===== src/rtl/din_debounce_counter.sv =====
// Synchronizes din, debounces it with a consecutive-sample FSM, emits edge strobes and a
// saturating rising-edge count. Optional sticky irq flag is enabled by DIN_DEBOUNCE_IRQ_EN.
module din_debounce_counter #(
    parameter int SYNC_STAGES = 2,
    parameter int STABLE_CYC  = 3,
    parameter int CNT_W       = 8
) (
    input  logic             clk,
    input  logic             reset,
    input  logic             din,
    input  logic             clr_cnt,
    output logic             dout,
    output logic             rise_pulse,
    output logic             fall_pulse,
    output logic [CNT_W-1:0] edge_cnt,
    output logic             cnt_sat,
    output logic             irq,
    output logic [1:0]       dbg_state
);

    typedef enum logic [1:0] {S_LOW, S_RISE_CHK, S_HIGH, S_FALL_CHK} state_t;

    localparam int FW = $clog2(STABLE_CYC + 1);
    localparam logic [FW:0] STABLE_V = (FW + 1)'(STABLE_CYC);

    logic [SYNC_STAGES-1:0] sync_q, sync_d;
    state_t                 state_q, state_d;
    logic [FW-1:0]          fcnt_q, fcnt_d;
    logic [FW:0]            fcnt_inc;
    logic                   dout_q, dout_d;
    logic                   rise_q, rise_d;
    logic                   fall_q, fall_d;
    logic [CNT_W-1:0]       cnt_q, cnt_d, cnt_base;
    logic                   sat_q, sat_d;
    logic                   s;

    assign s = sync_q[SYNC_STAGES-1];

    always_comb begin
        sync_d = {sync_q[SYNC_STAGES-2:0], din};
    end

    always_comb begin
        state_d  = state_q;
        fcnt_d   = fcnt_q;
        fcnt_inc = {1'b0, fcnt_q} + 1'b1;
        case (state_q)
            S_LOW: begin
                if (s) begin
                    if (STABLE_CYC == 1) begin
                        state_d = S_HIGH;
                    end else begin
                        state_d = S_RISE_CHK;
                        fcnt_d  = FW'(1);
                    end
                end
            end
            S_RISE_CHK: begin
                if (!s) begin
                    state_d = S_LOW;
                    fcnt_d  = '0;
                end else if (fcnt_inc == STABLE_V) begin
                    state_d = S_HIGH;
                    fcnt_d  = '0;
                end else begin
                    fcnt_d = fcnt_inc[FW-1:0];
                end
            end
            S_HIGH: begin
                if (!s) begin
                    if (STABLE_CYC == 1) begin
                        state_d = S_LOW;
                    end else begin
                        state_d = S_FALL_CHK;
                        fcnt_d  = FW'(1);
                    end
                end
            end
            default: begin
                if (s) begin
                    state_d = S_HIGH;
                    fcnt_d  = '0;
                end else if (fcnt_inc == STABLE_V) begin
                    state_d = S_LOW;
                    fcnt_d  = '0;
                end else begin
                    fcnt_d = fcnt_inc[FW-1:0];
                end
            end
        endcase
    end

    // Pulses fire only on genuine level changes; rejected glitches return to the old level silently.
    always_comb begin
        dout_d = (state_d == S_HIGH) || (state_d == S_FALL_CHK);
        rise_d = (state_d == S_HIGH) && !((state_q == S_HIGH) || (state_q == S_FALL_CHK));
        fall_d = (state_d == S_LOW) && ((state_q == S_HIGH) || (state_q == S_FALL_CHK));
    end

    // Clear is applied before the increment so a coincident pulse still counts.
    always_comb begin
        cnt_base = clr_cnt ? '0 : cnt_q;
        cnt_d    = cnt_base;
        if (rise_q && (cnt_base != '1)) begin
            cnt_d = cnt_base + 1'b1;
        end
        sat_d = (sat_q && !clr_cnt) || (&cnt_d);
    end

    always_ff @(posedge clk or negedge reset) begin
        if (!reset) begin
            sync_q  <= '0;
            state_q <= S_LOW;
            fcnt_q  <= '0;
            dout_q  <= 1'b0;
            rise_q  <= 1'b0;
            fall_q  <= 1'b0;
            cnt_q   <= '0;
            sat_q   <= 1'b0;
        end else begin
            sync_q  <= sync_d;
            state_q <= state_d;
            fcnt_q  <= fcnt_d;
            dout_q  <= dout_d;
            rise_q  <= rise_d;
            fall_q  <= fall_d;
            cnt_q   <= cnt_d;
            sat_q   <= sat_d;
        end
    end

`ifdef DIN_DEBOUNCE_IRQ_EN
    logic irq_q, irq_d;

    always_comb begin
        irq_d = (irq_q && !clr_cnt) || rise_q || fall_q;
    end

    always_ff @(posedge clk or negedge reset) begin
        if (!reset) begin
            irq_q <= 1'b0;
        end else begin
            irq_q <= irq_d;
        end
    end

    assign irq = irq_q;
`else
    assign irq = 1'b0;
`endif

    assign dout       = dout_q;
    assign rise_pulse = rise_q;
    assign fall_pulse = fall_q;
    assign edge_cnt   = cnt_q;
    assign cnt_sat    = sat_q;
    assign dbg_state  = state_q;

endmodule


===== config.mk =====
export PLATFORM = sky130hd
export DESIGN_NAME = din_debounce_counter
export DESIGN_NICKNAME = d
export VERILOG_FILES = /design/src/rtl/din_debounce_counter.sv
export SDC_FILE = /design/constraint.sdc
export NUM_CORES = 1
export LEC_CHECK = 0
export CORE_UTILIZATION = 30
export CTS_CLUSTER_SIZE = 40
export DETAILED_ROUTE_END_ITERATION = 8
export SYNTH_ARGS = -nofsm -noshare
export SYNTH_HDL_FRONTEND = slang
export SYNTH_SLANG_ARGS = --single-unit

===== constraint.sdc =====
create_clock -name clk -period 1.1 [get_ports clk]
set_input_delay 0.165 -clock clk [delete_from_list [all_inputs] [get_ports clk]]
set_output_delay 0.165 -clock clk [all_outputs]
set_load 0.1 [all_outputs]

* Word level (Yosys, flattened, before mapping)
Cells that the tools add are included.
** Word-level totals
- Flip-flop bits (word level) :: 18
- Latch bits :: 0
- Memory bits (writable) :: 0
- Memory bits (read-only) :: 0
- Input bits :: 4
- Output and inout port bits :: 15
- Logic and storage cells :: 47
- Memories :: 0
** Cells by class
- Add/subtract/negate cells :: 2
- Multipliers :: 0
- Divide/modulo/power cells :: 0
- $lt $le $gt $ge :: 0
- Eq/ne operators :: 9
- Shifts and indexed selects :: 0
- Mux-type cells :: 15
- Bitwise gates (word level) :: 0
- Reductions and logical operators :: 13
** Operators with widths (number)
- 2-bit two-way mux :: 11
- 8-bit two-way mux :: 2
- 2-bit case mux with 3 select lines :: 2
- 8-bit by 1-bit adder with 8-bit output (second input constant) :: 1
- 2-bit equality test (second input constant) :: 4
- 8-bit inequality test (second input constant) :: 1
- 8-bit AND reduction :: 1
- 1-bit logical AND :: 4
- 2-bit zero test :: 2
- 2-bit inequality test (second input constant) :: 2
- 2-bit by 1-bit adder with 3-bit output (second input constant) :: 1
- 3-bit by 2-bit equality test with 1-bit output (second input constant) :: 1
- 1-bit logical OR :: 3
- 2-bit by 1-bit equality test with 1-bit output (second input constant) :: 1
- 1-bit zero test :: 2
- 2-bit AND reduction :: 1

* Depth between registers and ports, before layout
- Depth in word-level cells :: 7
- Mapped depth :: 4
- Depth with buffers taken out :: 3

* Worst setup path after synthesis
OpenSTA, ideal clock, no wires.
- Kind :: register -> register
- Start point :: reg cnt_q[3] (netlist: edge_cnt[3])
- End point :: reg cnt_q[5] (netlist: edge_cnt[5])
- Library setup time :: 96 ps
- Data arrival time :: 1763 ps
- Required time :: 1004 ps
- Setup slack :: -759 ps
- Cell stages (with the launch flop) :: 5
- Path buffers :: 1
- Clock period less this slack :: 1859 ps
- Cell sequence :: dfrtp_1 buf_2 and2_1 a21oi_2 a311oi_2
** Between the ends
- Word-level cells in the longest chain between the ends :: 4
- Elaborated cells on any way between the ends :: 5
- Classes of those cells :: add/sub (1); eq/ne (1); mux (2); reduce/logical (1)
** Ends and longest elaborated chain
- start: declaration :: RTL line 33 : logic [CNT_W-1:0] cnt_q, cnt_d, cnt_base;
- start signal: assignment :: RTL line 127 : cnt_q <= cnt_d;
- 8-bit two-way mux (*) :: RTL line 102 : cnt_base = clr_cnt ? '0 : cnt_q;
- parallel branches: the longest is 2 deep, another holds 8-bit by 1-bit adder with 8-bit output
- 8-bit two-way mux (*) :: RTL line 104 : if (rise_q && (cnt_base != '1)) begin
- via cnt_d[5] :: RTL line 33
Mark *: on every way through the listed nets, which the timed path passes.
A chain may end at the register's enable or synchronous reset.

* Worst setup path in the final report
- Start point :: reg cnt_q[3] (netlist: edge_cnt[3])
- End point :: out edge_cnt[3]
** RTL lines
- end: declaration :: RTL line 15 : output logic [CNT_W-1:0] edge_cnt,
No word-level cell between the ends.

==> impl_metrics.tcl <==
set metrics [dict create \
    totalPowerFinal_mw 2.47 \
    intPower_mw 1.42 \
    use_met2 0.250 \
    pin_count 19 \
    wl_per_cell_um 12.8 \
    start_util 0.320 \
    die_h_um 53.4 \
    htreeDepth 1 \
    tns_ns -1.67 \
    syn2layout_area_growth_pct 93.2 \
    postCtsHoldBufs 0 \
    grt_max_degree 18 \
    firstDrtPassIters 4 \
    finalSetupViolations 21 \
    grt_pass1_wl_um 3060 \
    power_switching_mw 1.05 \
    nNetsFinal 120 \
    grt-ovfl-total 0 \
    layout_common_cells "15 x buf_6, 14 x buf_12, 13 x buf_4, 11 x dfrtp_4, 6 x dfrtp_1" \
    critical_path_required_ns 0.94 \
    dp_cells 125 \
    irDropWorstVdd_mv 2.15 \
    drtIter0Drc 6 \
    use_met3 0.0575 \
    clk_latency_ns 0.29 \
    final_antenna_net_count 0 \
    rsz0062_at_grt "true" \
    drc 0 \
    met1_usage 0.184 \
    p_leak_nw 0.613 \
    wl_um 1860 \
    max_cap_viol_count 0 \
    synthesis.nets 75 \
    hp-class "input pin to asynchronous set/reset pin" \
    pwr-share-clk 0.139 \
    root_buffer "clkbuf_4" \
    violations "setup timing" \
    fin_ws_ns -0.145 \
    synth_cell_type_count 29 \
    grt_pass1_vias 694 \
    grt-busiest-layer "met2" \
    end_kind "output port" \
    avgSynthCellArea_um2 11.2 \
    clockBufferDepth 2 \
    yosysSeqAreaShare 0.536 \
    finalInstanceArea_um2 1530 \
    synth-edff-count 0 \
    yosys_warnings 0 \
    grt.total_usage 0.151 \
    die_x_um 53.4 \
    final_common_cell "buf_6" \
    cp-start-kind "register" \
    core_um2 2480 \
    combPwrFrac 0.515 \
    worstSetupPathType "register to output port" \
    cp_max_fo 3 \
    fmax_mhz 803 \
    final_hold_viol_count 0 \
    ys.flop_type "dfrtp_1" \
    clkSlewWorstSetupHoldPaths_ns 0.10 \
    cp_data_arrival_time_ns 1.08 \
    cts_tree "done" \
    num_vias 720 \
    port_buffers 17 \
    antenna_cells 0 \
    fin_cells 145 \
    dp_hpwl_um 1180 \
    p_sw_frac 0.425 \
    fin_crit_sh 1.13 \
    slew_viol_final 0 \
    synthArstFlopShare 1.00 \
    ys_ff_latch 17 \
    power_density_nw_per_um2 1610 \
    postPlaceCellArea_um2 1290 \
    rows 18 \
    viasPerCell 4.97 \
    clock-sinks 17 \
    cts_buffers 3 \
    gp_congestion 0.816 \
    status "finished with violations" \
    netlist_area_um2 793 \
    fin_skew_ns 0.00323 \
    die-area_um2 2850 \
    pwr-share-seq 0.346 \
    syn_inst 71 \
    antenna_found_initial 0 \
    layout-drive-gt1-share 0.670 \
    period_needed_ns 1.24 \
]
-- cells by family (layout without fill, tap and decap cells) --
family | count (synthesis) | in the layout | synth area share
XOR/XNOR | 1 | 1 | 0.0110
AO/OA/AOI/OAI | 18 | 18 | 0.170
buffers and inverters | 8 | 52 | 0.0599
multiplexers | 1 | 1 | 0.0142
flip-flops | 17 | 17 | 0.536
other | 1 | 1 | 0.00473
AND/OR/NAND/NOR | 25 | 25 | 0.203
-- final cells by class --
type / count / area, um^2
clock buffers: 3 / 22.5
clock inverters: 1 / 5.00
fillers: 192 / 945
inverters: 3 / 11.3
multi-input cells: 46 / 413
flip-flops and latches: 17 / 467
well taps: 30 / 37.5
repair buffers: 45 / 577
-- cells in the mapped netlist (2+ instances only) --
cell,number,area (um^2)
nand3_1,4,20.0
dfrtp_1,17,425
nor3b_1,2,15.0
buf_4,2,15.0
and4_1,3,26.3
a211oi_2,2,25.0
nor2_1,2,7.51
buf_2,2,10.0
and2_1,3,18.8
nor2b_1,3,18.8
nand2_1,2,7.51
a31oi_1,4,25.0
a21oi_1,6,30.0
inv_1,3,11.3
nand4_1,2,12.5
-- metal layers --
metal	share of wire	up-vias
met5	0	-
met4	0	0
met3	0.051	0
met2	0.48	18
met1	0.47	354
li1	-	348
-- stage by stage --
stage	hold slack, ns	setup WS [ns]	utilization
2_1_floorplan	-0.131	-0.267	-
3_3_place_gp	0.339	-0.106	0.521
3_5_place_dp	0.338	-0.131	0.521
4_1_cts	0.192	-0.148	0.602
5_1_grt	0.196	-0.179	0.619
6_report	0.193	-0.145	0.619
-- critical path, stage by stage (launching register included) --
cell and delay (ns):
dfrtp_4 0.50, buf_6 0.13, buf_12 0.15
-- worst paths after layout --
path	from	to	slack (ns)	cells past startpoint
worst max-delay path	edge_cnt[3]	edge_cnt[3]	-0.14	2
worst min-delay path	reset	cnt_sat	0.19	2
worst max register to register	edge_cnt[7]	edge_cnt[1]	-0.08	4
worst min register to register	sync_q[0]	sync_q[1]	0.37	0
max in group asynchronous	reset	dout	0.69	2
min in group clk	din	sync_q[0]	0.29	1
-- power by group through the flow --
stage | logic [mW] | clock network [mW] | registers [mW]
after global placement | 1.06 | 0 | 0.876
after detailed placement | 1.07 | 0 | 0.880
after CTS | 1.25 | 0.355 | 0.849
final | 1.27 | 0.344 | 0.854
after global routing | 1.32 | 0.375 | 0.864
after floorplan | 0.396 | 0 | 1.20
-- registers in the layout, summed over array words and instances, names as in the netlist --
register and count:
fall_pulse 1, cnt_sat 1, edge_cnt 8, dbg_state 1
dout 1, sync_q 2, fcnt_q 2, rise_pulse 1
-- repair_timing --
action | 4_1_cts | 5_1_grt
buffers inserted | 13 | 3
pin swaps | 4 | 6
gates cloned | 0 | 0
resized for setup | 19 | 6
setup endpoints to repair | 20 | 24
hold endpoints to repair | 0 | 0
No activity file was read; power rests on OpenSTA's default activity.
